**src/rtl/cpu_pkg.sv**
```systemverilog
`default_nettype none
// +--------------------------------------------------------------------+
// | cpu_pkg : sequencer state type and shared constants                |
// | rev 1.0                                                            |
// +--------------------------------------------------------------------+
package cpu_pkg;

   typedef enum logic [1:0] {
      FETCH = 2'd0,
      EXEC  = 2'd1,
      HALT  = 2'd2
   } seq_state_t;

   localparam logic [31:0] c_nop_inst         = 32'h0000_0013;
   localparam logic [31:0] c_default_reset_pc = 32'h0000_0000;

endpackage
`default_nettype wire

```
**src/rtl/fetch_watchdog.sv**
```systemverilog
`default_nettype none
// +--------------------------------------------------------------------+
// | fetch_watchdog : 8-bit fetch wait counter, expires after MAX_WAIT  |
// | rev 1.0                                                            |
// +--------------------------------------------------------------------+
module fetch_watchdog #(
   parameter int MAX_WAIT = 16
) (
   input  logic clk,
   input  logic rst_n,
   input  logic clear,
   input  logic enable,
   output logic expire
);

   // Expiry fires in the MAX_WAIT-th consecutive unacknowledged cycle.
   localparam logic [7:0] c_last = 8'(MAX_WAIT - 1);

   logic [7:0] count_q;
   logic [7:0] count_d;

   always_comb begin
      count_d = count_q;
      if (clear) begin
         count_d = 8'd0;
      end else if (enable) begin
         count_d = count_q + 8'd1;
      end
   end

   assign expire = enable && !clear && (count_q == c_last);

   always_ff @(posedge clk) begin
      if (!rst_n) begin
         count_q <= 8'd0;
      end else begin
         count_q <= count_d;
      end
   end

endmodule
`default_nettype wire

```
**src/rtl/pc_sequencer.sv**
```systemverilog
`default_nettype none
// +--------------------------------------------------------------------+
// | pc_sequencer : multi-cycle FETCH/EXEC/HALT sequencer owning the PC |
// | optional macro NPC_ALIGN_CHECK_EN traps misaligned targets. rev 1.0|
// +--------------------------------------------------------------------+
module pc_sequencer
   import cpu_pkg::*;
#(
   parameter logic [31:0] RESET_PC = c_default_reset_pc,
   parameter int          MAX_WAIT = 16
) (
   input  logic        clk,
   input  logic        rst_n,
   output logic        imem_req,
   output logic [31:0] imem_addr,
   input  logic        imem_ack,
   input  logic [31:0] imem_rdata,
   output logic [31:0] pc,
   output logic [31:0] inst,
   input  logic [31:0] next_pc,
   input  logic        exec_done,
   input  logic        stall,
   input  logic        halt_req,
   output logic        commit,
   output logic        halted,
   output logic        fetch_fault,
   output logic        misalign_trap,
   output logic [31:0] instret
);

   seq_state_t  state_q, state_d;
   logic [31:0] pc_q, pc_d;
   logic [31:0] inst_q, inst_d;
   logic [31:0] instret_q, instret_d;
   logic        fetch_fault_q, fetch_fault_d;
   logic        misalign_q, misalign_d;

   logic        in_fetch;
   logic        in_exec;
   logic        commit_w;
   logic        wd_expire;
   logic        target_misaligned;

   // Gating with rst_n keeps the request and commit strobes quiet while reset is held.
   assign in_fetch = rst_n && (state_q == FETCH);
   assign in_exec  = rst_n && (state_q == EXEC);
   assign commit_w = in_exec && exec_done && !stall;

`ifdef NPC_ALIGN_CHECK_EN
   assign target_misaligned = (next_pc[1:0] != 2'b00);
`else
   assign target_misaligned = 1'b0;
`endif

   fetch_watchdog #(
      .MAX_WAIT (MAX_WAIT)
   ) u_fetch_watchdog (
      .clk    (clk),
      .rst_n  (rst_n),
      .clear  (!in_fetch || imem_ack),
      .enable (in_fetch && !imem_ack),
      .expire (wd_expire)
   );

   always_comb begin
      state_d       = state_q;
      pc_d          = pc_q;
      inst_d        = inst_q;
      instret_d     = instret_q;
      fetch_fault_d = fetch_fault_q;
      misalign_d    = misalign_q;
      unique case (state_q)
         FETCH: begin
            if (imem_ack) begin
               inst_d  = imem_rdata;
               state_d = EXEC;
            end else if (wd_expire) begin
               fetch_fault_d = 1'b1;
               state_d       = HALT;
            end
         end
         EXEC: begin
            if (commit_w) begin
               instret_d = instret_q + 32'd1;
               if (target_misaligned) begin
                  misalign_d = 1'b1;
                  state_d    = HALT;
               end else begin
                  pc_d    = next_pc;
                  state_d = halt_req ? HALT : FETCH;
               end
            end
         end
         HALT: begin
            state_d = HALT;
         end
         default: begin
            state_d = HALT;
         end
      endcase
   end

   always_ff @(posedge clk) begin
      if (!rst_n) begin
         state_q       <= FETCH;
         pc_q          <= RESET_PC;
         inst_q        <= c_nop_inst;
         instret_q     <= 32'd0;
         fetch_fault_q <= 1'b0;
         misalign_q    <= 1'b0;
      end else begin
         state_q       <= state_d;
         pc_q          <= pc_d;
         inst_q        <= inst_d;
         instret_q     <= instret_d;
         fetch_fault_q <= fetch_fault_d;
         misalign_q    <= misalign_d;
      end
   end

   assign imem_req      = in_fetch;
   assign imem_addr     = pc_q;
   assign pc            = pc_q;
   assign inst          = inst_q;
   assign instret       = instret_q;
   assign commit        = commit_w;
   assign halted        = (state_q == HALT);
   assign fetch_fault   = fetch_fault_q;
   assign misalign_trap = misalign_q;

endmodule
`default_nettype wire

```
**config.mk**
```make
export PLATFORM = sky130hd
export DESIGN_NAME = pc_sequencer
export DESIGN_NICKNAME = d
export VERILOG_FILES = /design/src/rtl/cpu_pkg.sv /design/src/rtl/fetch_watchdog.sv /design/src/rtl/pc_sequencer.sv
export SDC_FILE = /design/constraint.sdc
export NUM_CORES = 1
export LEC_CHECK = 0
export ABC_AREA = 1
export BUFFER_PORTS_ARGS = -buffer_cell sky130_fd_sc_hd__buf_4
export CORE_MARGIN = 2
export CORE_UTILIZATION = 40
export DETAILED_ROUTE_END_ITERATION = 6
export PLACE_DENSITY = 0.69
export SLEW_MARGIN = 10
export SYNTH_ARGS = -nofsm -noshare
export SYNTH_HDL_FRONTEND = slang
export SYNTH_HIERARCHICAL = 1
export SYNTH_SLANG_ARGS = --single-unit
```
**constraint.sdc**
```tcl
create_clock -name clk -period 2.1 [get_ports clk]
set_input_delay 0.42 -clock clk [delete_from_list [all_inputs] [get_ports clk]]
set_output_delay 0.42 -clock clk [all_outputs]
set_load 0.01 [all_outputs]
```
# After elaboration in Yosys (flattened, before gate mapping)
# Index checks and enable logic that the tools add are counted.
word_totals:
  output_inout_bits: 133
  inputBits: 70
  word_cells: 38
  ff_bits: 107
classes:
  addsub: 2
  n_reduce_logical: 18
  bitwise_logic: 2
  n_eq_ne: 5
  muxes: 5
ops:
  columns: ["operator", "count"]
  rows:
  - ["adder 32 x 1 -> 32 bit, second input constant", 1]
  - ["adder 8 x 1 -> 8 bit, second input constant", 1]
  - ["== test 8 x 4 -> 1 bit, second input constant", 1]
  - ["two-way mux 2 bit", 4]
  - ["logical AND 1 bit", 7]
  - ["AND reduction 2 bit", 3]
  - ["logical NOT 1 bit", 4]
  - ["case mux 2 bit (2 select lines)", 1]
  - ["!= test 3 x 2 -> 1 bit, second input constant", 1]
  - ["AND reduction 3 bit", 1]
  - ["== test 2 x 1 -> 1 bit, second input constant", 1]
  - ["== test 2 bit, second input constant", 1]
  - ["logical NOT 2 bit", 1]
  - ["!= test 2 bit, second input constant", 1]
  - ["NOT 1 bit", 2]
  - ["OR reduction 2 bit", 1]
  - ["logical OR 1 bit", 1]

# Depth between registers and ports, before layout
# Gate-level depths: netlist of run 1.
logic_depth:
  ltp_word: 10
  depth_mapped: 10
  depth_no_buf: 10

# Modules after synthesis
# Netlist of run 1, hierarchy kept.
by_module_without_submodules:
  columns: ["module", "cells_each", "area_each_um2", "n_inst", "seq_area_each_um2"]
  rows:
  - ["pc_sequencer", 633, 4479.3, 1, 1981.9]
  - ["fetch_watchdog", 56, 394.1, 1, 160.2]

# Worst setup path after synthesis of run 1
# Ideal clock, no wire load.
synth_path:
  path_type: "input -> register"
  from: "input rst_n"
  to: "register state_q[1]"
  required_ps: 2022
  t_arrival_ps: 1626
  path_stages: 9
  n_path_buf: 1
  setup_time_ps: 78
  slack_ps: 396
  path_cell_list: "buf_4 inv_1 nor2_1 inv_2 nor2_4 nand3_2 nor2_1 o21ai_0 nor3_1"
synth_between:
  elab_chain_len: 8
  elab_cells_between_ends: 13
  cone_classes: "eq/ne: 2; reduce/logical: 11"
synth_lines:
  columns: ["element", "line_no", "source"]
  rows:
  - ["from (decl)", "pc_sequencer.sv:13", "input logic rst_n,"]
  - ["logical AND 1 bit *", "pc_sequencer.sv:45", "assign in_fetch = rst_n && (state_q == FETCH);"]
  - ["logical NOT 1 bit", "pc_sequencer.sv:60", ".clear (!in_fetch || imem_ack),"]
  - ["logical OR 1 bit", "pc_sequencer.sv:60", null]
  - ["logical NOT 1 bit", "fetch_watchdog.sv:31", "assign expire = enable && !clear && (count_q == c_last);"]
  - ["logical AND 1 bit * (2 in a row)", "fetch_watchdog.sv:31", null]
  - ["net wd_expire", "pc_sequencer.sv:41", "logic wd_expire;"]
  - ["!= test 3 x 2 -> 1 bit (no line) *", null, null]
  - ["AND reduction 2 bit (no line) *", null, null]
  - ["to (signal assigned)", "pc_sequencer.sv:112", "state_q <= state_d;"]
  - ["to (decl)", "pc_sequencer.sv:31", "seq_state_t state_q, state_d;"]
# The timed path passes the listed nets; every way through them passes the cells marked *.
# A chain may end at the register's enable or synchronous reset.

# Worst setup path in the final report of run 1
layout_path:
  from: "register state_q[1]"
  to: "output commit"
layout_between:
  elab_chain_len: 4
layout_lines:
  columns: ["element", "line_no", "source"]
  rows:
  - ["== test 2 x 1 -> 1 bit", "pc_sequencer.sv:46", "assign in_exec = rst_n && (state_q == EXEC);"]
  - ["logical AND 1 bit", "pc_sequencer.sv:46", null]
  - ["logical AND 1 bit (2 in a row)", "pc_sequencer.sv:47", "assign commit_w = in_exec && exec_done && !stall;"]
  - ["to (decl)", "pc_sequencer.sv:24", "output logic commit,"]
# Every way passes these cells.

==> metrics.csv, run 1 <==
stage,metric,value,unit
setup_path,R2R cell count,8,
sta,setup TNS,0,ns
clock_network,Clock Sinks,107,
floorplanning,Core Rows,40,
sta,clk_skew,0.00558,ns
synth,Netlist cell types,32,
global_routing,initial antenna violation count,0,
global_routing,first-pass GRT wire length,20200,um
final_layout,Non-Filler Instances,1003,
clock_network,Clock Tree Root,clkbuf_16,
clock_network,htree depth,3,
setup_path,reg2reg start,state_q[1],
power,switching pwr,1090,uW
global_routing,all-layer global routing usage,0.194,
sta,highest clock rate,561,MHz
global_routing,GR Overflow Total,0,
sta,fin crit period,1.78,ns
sta,Setup WS post-layout,0.317,ns
power,PD cells,657,nW/um2
sta,final hold violations,0,
floorplanning,Die Ht,114,um
sta,Slew headroom,0.618,
power,Final Total Pwr,4290,uW
min_path,worst hold start,next_pc[6],
power,P_int,3200,uW
setup_path,WP data arrival,1.36,ns
final_layout,ANT cells,0,
clock_network,cts bufs inserted,9,
clock_network,clock latency on the worst-skew pair,0.35,ns
synth,"Cell Area, Synth",4870,um2
placement,gpl congestion,0.852,
clock_network,"Setup Fix Bufs, Post-CTS",0,
placement,Placed Cells,987,
final_layout,nets@finish,923,
setup_path,CP max FO,9,
clock_network,CTS Hold Bufs,0,
power,Lkg Pwr,0.00318,uW
sta,post-route clock period utilization,0.849,
sta,Final Max Tran Viols,0,
power,Comb pwr share,0.132,
power,sequential group share of total power,0.507,
clock_network,TritonCTS clock tree,done,
min_path,sink of the worst hold path,imem_addr[6],
job,max-cap violations,0,
sta,final hold slack,0.266,ns
global_routing,vias in the first global route,4141,
setup_path,R2R Path End,instret[3],
synth,"FF+latch count, synth",107,
min_path,Cells on Worst Hold Path,3,
floorplanning,Initial Util,0.407,
global_routing,pin count of the biggest net entering global routing,59,
detailed_routing,DRT Pass-1 Iters,4,
power,VDD IR-drop max,536,uV
synth,syn nets,761,
detailed_routing,Post-Route WL,13000,um
final_layout,layout cells sized above 1,0.299,
sta,final setup vio count,0,
synth,Syn Inst Count,689,
placement,Buffers on Ports,201,
placement,DPL Wire Length,9450,um
outcome,run status,"finished, final reports clean",
setup_path,R2R Setup Slk,0.49,ns
clock_network,post-CTS resize count,0,
setup_path,Setup Crit Path Kind,register to primary output,
power,share of total power in the clock network,0.361,
placement,dpl ws,0.310,ns
synth,Mean Syn Cell Area,7.07,um2
detailed_routing,DRC violations left,0,
detailed_routing,vias per cell,4.69,
clock_network,Worst-path clk slew,0.07,ns
floorplanning,core area,12000,um2
synth,Yosys warning count,6,
detailed_routing,Routed Antenna Nets,0,
sta,RSZ-0062 raised after global routing,no,
setup_path,Worst setup EP type,primary output,
floorplanning,die width,114,um
min_path,min-delay worst type,input port to register,
detailed_routing,WL/cell,13.0,um
setup_path,critical path launch point type,register,
floorplanning,die area,13100,um2
final_layout,synthesis-to-finish area growth,33.9,%
detailed_routing,Via Count,4707,
power,Sw Ratio,0.254,
detailed_routing,drt first-iter violations,262,
synth,post-synthesis sequential area ratio,0.440,
sta,Least-Margin Pin Slew,0.573,ns
clock_network,clk buf depth,2,
floorplanning,I/O Pins,203,
setup_path,Worst EP required,1.68,ns
## per-layer routing
metal | part of all wire | wire, um | GRT usage
met1 | 0.46 | 5920 | 0.252
met2 | 0.45 | 5870 | 0.303
met3 | 0.077 | 1000 | 0.0635
met4 | 0.015 | 201 | 0.0650
met5 | 0 | 0 | 0
## cell usage after synthesis, drive strengths merged
cell      n  area [um2]
ha        2        25.0
dfxtp   107        2140
buf      46         319
clkbuf   12        45.0
nand4    12        81.3
o21ba     1        10.0
xor2      2        17.5
nand2   163         642
inv      58         218
and3      1        6.26
nor2    146         639
a31oi     1        6.26
and2      2        12.5
conb      1        3.75
nand3    65         340
a21oi    18        93.8
o21ai    43         215
nor3      6        30.0
o21bai    3        26.3
## power groups by stage
stage | logic (uW) | clock network [uW] | registers, uW
finish | 565 | 1550 | 2170
floorplan | 234 | 0 | 2250
detailed placement | 570 | 0 | 2220
CTS | 571 | 1600 | 2170
global route | 622 | 1680 | 2180
global placement | 565 | 0 | 2220
## critical path, stage by stage (launching register included)
cell     delay, ns
dfxtp_1       0.32
inv_1         0.08
nand2_2       0.08
nor2_4        0.32
buf_4         0.21
## layout make-up
cell class	instances	area, um2
Clock inverter	5	28.8
Clock buffer	11	233
Sequential cell	107	2140
Inverter	58	218
Fill cell	1188	5440
Timing Repair Buffer	209	1570
Tap cell	147	184
Multi-Input combinational cell	466	2150
## flip-flops by register name (all words and copies together), names as in the netlist
signal                    cells
inst                         32
instret                      32
state_q                       2
fetch_fault                   1
u_fetch_watchdog/count_q      8
imem_addr                    32
## how the worst max path moves through the flow
stage | end | from | slack, ns | cells past startpoint
2_1_floorplan | state_q[1] | rst_n | 0.40 | 9
3_3_place_gp | instret[5] | stall | 0.36 | 9
3_5_place_dp | instret[3] | stall | 0.31 | 9
4_1_cts | commit | state_q[1] | 0.31 | 4
5_1_grt | commit | state_q[1] | 0.26 | 4
6_report | commit | state_q[1] | 0.32 | 4
## cell usage in the layout, fill, tap and decap left out, types with 2 or more instances in the layout
| cell | Yosys | final |
|---|---|---|
| buf_4 | 37 | 209 |
| nand2_1 | 155 | 155 |
| nor2_1 | 131 | 131 |
| dfxtp_1 | 107 | 107 |
| nand3_1 | 62 | 62 |
| inv_1 | 55 | 55 |
| o21ai_0 | 41 | 41 |
| a21oi_1 | 17 | 17 |
| nand4_1 | 11 | 11 |
| clkbuf_16 | 0 | 9 |
| nor2_4 | 8 | 8 |
| nand2_2 | 6 | 6 |
| nor2_2 | 6 | 6 |
| nor3_1 | 6 | 6 |
| clkinv_2 | 0 | 4 |
| nand3_2 | 3 | 3 |
| inv_2 | 3 | 3 |
| nand2_4 | 2 | 2 |
| and2_1 | 2 | 2 |
| o21ai_1 | 2 | 2 |
| o21bai_1 | 2 | 2 |
| xor2_1 | 2 | 2 |
| ha_1 | 2 | 2 |
| clkbuf_1 | 12 | 2 |
## stage by stage
step | utilization | cell area [um2]
floorplan | - | 4870
global placement | 0.524 | 6260
detailed placement | 0.524 | 6260
CTS | 0.545 | 6520
global route | 0.545 | 6520
finish | 0.545 | 6520
## logic make-up (layout without fill, tap and decap cells)
family | count (synthesis) | after routing | share of synthesized area
compound gates | 66 | 66 | 0.0721
xor+xnor | 2 | 2 | 0.00360
fa+ha+maj | 2 | 2 | 0.00513
buf+inv | 116 | 283 | 0.119
flops | 107 | 107 | 0.440
other cells | 1 | 1 | 0.000769
simple gates | 395 | 395 | 0.359
Note: power is estimated with default switching activity, not from simulation.
==> run 2: changes to the inputs <==
--- a/config.mk
+++ b/config.mk
@@ -5,12 +5,12 @@
 export SDC_FILE = /design/constraint.sdc
 export NUM_CORES = 1
 export LEC_CHECK = 0
-export ABC_AREA = 1
+export ABC_AREA = 0
 export BUFFER_PORTS_ARGS = -buffer_cell sky130_fd_sc_hd__buf_4
 export CORE_MARGIN = 2
 export CORE_UTILIZATION = 40
 export DETAILED_ROUTE_END_ITERATION = 6
-export PLACE_DENSITY = 0.69
+export PLACE_DENSITY = 0.7
 export SLEW_MARGIN = 10
 export SYNTH_ARGS = -nofsm -noshare
 export SYNTH_HDL_FRONTEND = slang
==> constraint.sdc (replaced) <==
create_clock -name clk -period 1.7 [get_ports clk]
set_input_delay 0.34 -clock clk [delete_from_list [all_inputs] [get_ports clk]]
set_output_delay 0.34 -clock clk [all_outputs]
set_load 0.01 [all_outputs]
==> run 2 against run 1 <==
Against the previous run: the run now ends with negative setup slack left; register-to-register slack worse by 0.44 ns; synthesized area fell by 6.5%; critical endpoint unchanged; die area shrank 6.3%; critical path type unchanged; cell count fell by 14%; design area is 1.1% lower; clock power up 32%; count of clock-buffer cells in the layout grew 1; sequential share of layout area increased by 0.40 points.
==> metrics.csv, run 2 <==
stage,metric,value,unit
outcome,run status,"finished, violations left",
outcome,failing checks,negative setup slack,
detailed_routing,DRC violations left,0,
setup_path,WP data arrival,1.39,ns
detailed_routing,vias per cell,4.86,
synth,Post-synth top cells,"142 x nand2_1, 107 x dfxtp_1, 39 x o21ai_0, 37 x a21oi_1, 36 x buf_4",
floorplanning,Die Ht,111,um
clock_network,Clock Tree Root,clkbuf_16,
synth,"FF+latch count, synth",107,
final_layout,filler cell count in the final layout,999,
detailed_routing,Via Count,4203,
final_layout,ANT cells,0,
clock_network,cts bufs inserted,9,
synth,post-synth top area cell,dfxtp_1,
synth,Yosys warning count,6,
placement,dpl ws,-0.0336,ns
sta,fin crit period,1.73,ns
floorplanning,core area,11000,um2
floorplanning,Core Rows,38,
setup_path,CP Cell Sequence,and4bb_4 -> buf_12 -> and2_4 -> buf_6,
floorplanning,die area,12300,um2
setup_path,CP max stage delay,0.37,ns
detailed_routing,Post-Route WL,11500,um
clock_network,clk buf depth,2,
power,PD cells,808,nW/um2
setup_path,slowest stage cell on the critical path,and4bb_4,
setup_path,Setup Crit Path Kind,register to primary output,
synth,Netlist cell types,39,
clock_network,TritonCTS clock tree,done,
synth,Mean Syn Cell Area,8.38,um2
global_routing,vias in the first global route,4039,
setup_path,R2R cell count,7,
global_routing,GR Overflow Total,0,
placement,gpl congestion,0.768,
sta,clk_skew,0.00733,ns
setup_path,critical path launch point type,register,
sta,Setup WS post-layout,-0.0257,ns
final_layout,layout cells sized above 1,0.380,
job,max-cap violations,0,
power,Lkg Pwr,0.00283,uW
synth,syn nets,616,
synth,Post-synth ARST share,0,
power,Final Total Pwr,5210,uW
min_path,worst hold start,next_pc[22],
global_routing,initial antenna violation count,0,
sta,RSZ-0062 raised after global routing,yes,
synth,"EDFF count, synth",0,
synth,most area-consuming cells after synthesis,"dfxtp_1 47%, nand2_1 12%, buf_4 5.9%, o21ai_0 4.3%, xnor2_1 4.2%",
global_routing,first-pass GRT wire length,18800,um
setup_path,CP max FO,4,
synth,"Cell Area, Synth",4560,um2
setup_path,Worst setup EP type,primary output,
final_layout,nets@finish,793,
sta,final hold violations,0,
final_layout,most frequent cells in the layout,"226 x buf_4, 142 x nand2_1, 105 x dfxtp_1",
sta,post-route clock period utilization,1.02,
synth,"count leader, synth",nand2_1,
global_routing,all-layer global routing usage,0.182,
final_layout,synthesis-to-finish area growth,41.6,%
min_path,Cells on Worst Hold Path,3,
clock_network,CTS Hold Bufs,0,
setup_path,reg2reg start,state_q[1],
placement,DPL Wire Length,8310,um
global_routing,pin count of the biggest net entering global routing,65,
placement,Buffers on Ports,201,
setup_path,Worst EP required,1.36,ns
clock_network,htree depth,3,
detailed_routing,drt first-iter violations,193,
detailed_routing,WL/cell,13.3,um
synth,Syn Inst Count,544,
setup_path,R2R Path End,instret[26],
sta,Final Max Tran Viols,0,
floorplanning,Initial Util,0.415,
min_path,sink of the worst hold path,imem_addr[22],
sta,final setup vio count,1,
floorplanning,I/O Pins,203,
synth,post-synthesis sequential area ratio,0.470,
clock_network,Worst-path clk slew,0.06,ns
clock_network,Clock Sinks,107,
sta,highest clock rate,579,MHz
clock_network,clock latency on the worst-skew pair,0.34,ns
min_path,min-delay worst type,input port to register,
synth,ys flop type,dfxtp_1,
setup_path,R2R Setup Slk,0.05,ns
sta,setup TNS,-0.0257,ns
detailed_routing,Routed Antenna Nets,0,
final_layout,"commonest non-fill, non-tap cell in the layout",buf_4,
power,VDD IR-drop max,558,uV
synth,area share of the largest cell type after synthesis,0.470,
floorplanning,die width,111,um
detailed_routing,DRT Pass-1 Iters,4,
-- run 2: changes by cell type after synthesis, moves of 7 or more --
cell      previous run  this run
inv_1               55         8
nand2_1            155       142
nor2_4               8         0
xnor2_1              0        22
nand4_1             11         4
nor4_2               0         8
nand3_1             62        15
clkbuf_1            12        23
xor2_1               2         9
nor2_1             131        33
a21oi_1             17        37
-- run 2: kinds of logic after synthesis --
kind of cell / count (synthesis) / synth area share
flops: 107 / 0.470
other cells: 1 / 0.000823
fa+ha+maj: 2 / 0.00549
compound gates: 78 / 0.0873
mux: 2 / 0.00439
buf+inv: 76 / 0.0969
simple gates: 247 / 0.275
xor+xnor: 31 / 0.0596
-- run 2: layout make-up --
class / count / area, um2 / area share
repair buffers: 233 / 1810 / 0.281
inverters: 9 / 33.8 / 0.00524
well taps: 140 / 175 / 0.0271
multi-input cells: 361 / 2000 / 0.311
clock buffers: 12 / 246 / 0.0382
flip-flops and latches: 107 / 2140 / 0.332
clock inverters: 2 / 37.5 / 0.00582
-- run 2: worst max-delay path, delay by kind of cell, from the launching register on --
kind                   cells  cell delay (ns)
and+or+nand+nor            2             0.52
buffers and inverters      2             0.21
DFF                        1             0.32
-- run 2: power by group --
group	total [uW]	switching (uW)	internal, uW
registers	2630	45.1	2580
logic	548	257	290
clock network	2040	872	1170
total	5210	1170	4040
-- run 2: through the flow --
step                area, um2  std cells  hold WS, ns   util
finish                   6450        864        0.196  0.587
global route             6450        864        0.197  0.587
CTS                      6410        863        0.184  0.584
detailed placement       6100        846        0.448  0.555
global placement         6100        846        0.442  0.555
floorplan                4560        544        0.449      -
-- run 2: how the worst max path moves through the flow --
stage | startpoint | end | slack [ns] | cells past startpoint
detailed placement | stall | instret[26] | -0.03 | 7
global placement | stall | instret[26] | -0.02 | 7
floorplan | rst_n | commit | 0.07 | 5
finish | state_q[1] | commit | -0.03 | 4
CTS | state_q[1] | commit | -0.02 | 4
global route | state_q[1] | commit | -0.06 | 4
-- run 2: what timing repair did --
action	CTS	global route
buffers inserted	3	1
gates resized for setup	3	8
pin swaps	1	1
setup endpoints to repair	1	20
-- run 2: layer usage --
layer / wire [um] / track usage / vias to the layer above
li1: - / - / 2101
met1: 4670 / 0.213 / 1950
met2: 5900 / 0.315 / 137
met3: 800 / 0.0498 / 15
met4: 159 / 0.0725 / 0
met5: 0 / 0 / -
==> run 3: changes to the inputs <==
--- a/config.mk
+++ b/config.mk
@@ -14,5 +14,4 @@
 export SLEW_MARGIN = 10
 export SYNTH_ARGS = -nofsm -noshare
 export SYNTH_HDL_FRONTEND = slang
-export SYNTH_HIERARCHICAL = 1
 export SYNTH_SLANG_ARGS = --single-unit
==> run 3 against run 2 <==
Against the previous run: the run still ends with negative setup slack left; count of clock-buffer cells in the layout decreased by 2; synthesized area decreased by 1.3%; die area decreased by 1.2%; first-iteration DRC count up 16%; non-clock buffer count rose by 39; clock skew up 0.0037 ns; sequential share of layout area shrank 0.83 points; critical endpoint is now instret[30]; largest cell class unchanged; largest power group unchanged; highest routed layer unchanged.
==> metrics.csv, run 3 <==
stage,metric,value,unit
outcome,run status,"finished, violations left",
outcome,failing checks,negative setup slack,
synth,Synth Area in Compound Gates,0.143,
final_layout,"commonest non-fill, non-tap cell in the layout",buf_4,
global_routing,GR Overflow Total,0,
setup_path,Setup Crit Path Kind,register to register,
global_routing,first-pass GRT wire length,19800,um
setup_path,Worst setup EP type,register,
synth,"FF+latch count, synth",107,
power,Lkg Pwr,0.00291,uW
sta,Setup WS post-layout,-0.115,ns
final_layout,most frequent cells in the layout,"265 x buf_4, 145 x nand2_1, 85 x dfxtp_1",
clock_network,clock latency on the worst-skew pair,0.37,ns
global_routing,initial antenna violation count,0,
clock_network,Worst-path clk slew,0.11,ns
detailed_routing,Via Count,4557,
floorplanning,Core Rows,38,
final_layout,synthesis-to-finish area growth,50.7,%
placement,Buffers on Ports,201,
power,switching pwr,1180,uW
sta,final setup vio count,8,
synth,most area-consuming cells after synthesis,"dfxtp_1 48%, nand2_1 12%, a21oi_1 6.5%, buf_4 5.5%, o21ai_0 4.6%",
synth,"count leader, synth",nand2_1,
power,Sw Ratio,0.256,
synth,post-synthesis simple-gate area fraction,0.263,
synth,ys flop type,dfxtp_1,
power,PD cells,681,nW/um2
detailed_routing,DRT Pass-1 Iters,4,
detailed_routing,Routed Antenna Nets,0,
clock_network,TritonCTS clock tree,done,
sta,final hold violations,0,
setup_path,CP max FO,7,
synth,"Cell Area, Synth",4500,um2
synth,mux contribution to synthesized area,0,
floorplanning,die area,12100,um2
power,VDD IR-drop max,393,uV
synth,post-synth top area cell,dfxtp_1,
synth,Synth Area in Adders,0.00556,
placement,Placed Cells,898,
power,sequential group share of total power,0.566,
floorplanning,core area,10900,um2
sta,clk_skew,0.0110,ns
job,max-cap violations,0,
sta,post-route clock period utilization,1.07,
clock_network,htree depth,3,
final_layout,nets@finish,845,
detailed_routing,drt first-iter violations,224,
synth,Post-synth top cells,"145 x nand2_1, 107 x dfxtp_1, 58 x a21oi_1, 41 x o21ai_0, 33 x buf_4",
final_layout,Non-Filler Instances,918,
synth,"EDFF count, synth",0,
global_routing,vias in the first global route,4207,
detailed_routing,Post-Route WL,13100,um
sta,Final Max Tran Viols,0,
synth,Yosys warning count,0,
clock_network,CTS Hold Bufs,0,
setup_path,critical path launch point type,register,
detailed_routing,vias per cell,4.96,
clock_network,Clock Tree Root,clkbuf_8,
sta,highest clock rate,551,MHz
clock_network,clk buf depth,2,
sta,final hold slack,0.159,ns
synth,largest family of logic cells by synthesized area,simple AND/OR/NAND/NOR gates,
placement,DPL Wire Length,9660,um
global_routing,pin count of the biggest net entering global routing,62,
synth,Netlist cell types,43,
power,Final Total Pwr,4620,uW
global_routing,all-layer global routing usage,0.208,
floorplanning,die width,110,um
synth,syn nets,628,
synth,area share of the largest cell type after synthesis,0.476,
power,share of total power in the clock network,0.312,
placement,gpl congestion,0.848,
floorplanning,I/O Pins,203,
synth,Post-synth ARST share,0,
detailed_routing,WL/cell,14.2,um
floorplanning,Die Ht,110,um
detailed_routing,DRC violations left,0,
synth,Synth Area in XOR/XNOR,0.0195,
sta,RSZ-0062 raised after global routing,yes,
min_path,min-delay worst type,input port to register,
synth,Mean Syn Cell Area,8.09,um2
synth,Syn Inst Count,556,
final_layout,ANT cells,0,
floorplanning,Initial Util,0.413,
final_layout,layout cells sized above 1,0.437,
power,P_int,3440,uW
setup_path,Worst EP required,2.00,ns
sta,fin crit period,1.81,ns
setup_path,WP data arrival,2.11,ns
clock_network,cts bufs inserted,9,
power,Comb pwr share,0.122,
synth,post-synthesis sequential area ratio,0.476,
clock_network,Clock Sinks,107,
-- run 3: cell types whose count changed after synthesis, moves of 4 or more --
cell and delta:
or4_1 +12, nor2_1 -17, xor2_1 -4, nor4_2 -8
o41ai_1 +4, nor3_1 -7, a21oi_1 +21, xnor2_1 -17
buf_2 -4, buf_1 +4, o31ai_1 +13
-- run 3: final timing paths --
check                                    from                     endpoint  slack (ns)  cells past startpoint
setup / recovery                   instret[1]                  instret[30]       -0.11                      5
hold / removal                     next_pc[6]                 imem_addr[6]        0.16                      3
setup reg to reg                   instret[1]                  instret[30]       -0.11                      5
hold reg to reg   u_fetch_watchdog.count_q[0]  u_fetch_watchdog.count_q[0]        0.44                      1
-- run 3: timing repair --
action	in CTS	in global routing
gates resized for setup	3	20
endpoints found under the setup margin	17	21
setup buffers	1	3
pin swaps	4	18
-- run 3: final cells by class --
cell class	instances	area, um2
fillers	986	4110
well taps	140	175
clock inverters	6	38.8
repair buffers	272	2090
inverters	9	33.8
flip-flops and latches	107	2200
clock buffers	10	138
multi-input cells	374	2100
-- run 3: routing by layer --
metal,GRT usage,vias up,share of wire
li1,-,2296,-
met1,0.247,2095,0.42
met2,0.359,158,0.49
met3,0.0553,8,0.078
met4,0.0723,0,0.011
met5,0,-,0
-- run 3: power by group through the flow --
stage               registers (uW)  clock network (uW)  logic [uW]
floorplan                     2700                   0         203
global placement              2670                   0         549
detailed placement            2670                   0         558
CTS                           2620                1510         561
global route                  2620                1610         611
finish                        2610                1440         562
-- run 3: stage by stage --
stage / area, um2 / utilization / TNS (ns) / setup slack (ns)
2_1_floorplan: 4620 / - / -0.175 / -0.0730
3_3_place_gp: 6470 / 0.594 / -0.638 / -0.136
3_5_place_dp: 6470 / 0.594 / -1.08 / -0.156
4_1_cts: 6660 / 0.612 / -0.503 / -0.0934
5_1_grt: 6780 / 0.623 / -1.22 / -0.158
6_report: 6780 / 0.623 / -0.516 / -0.115
-- run 3: cells by family after synthesis --
logic type                 count (synthesis)
buffers and inverters                     75
and+or+nand+nor                          243
AOI/OAI and AO/OA                        118
xor gates and xnor gates                  10
DFF                                      107
other                                      1
adders and majority gates                  2
-- run 3: critical path: stages, from the launching register on --
cell	delay, ns
dfxtp_4	0.38
ha_4	0.14
nand4_1	0.09
or4_4	0.47
or4_1	0.53
a21oi_1	0.15
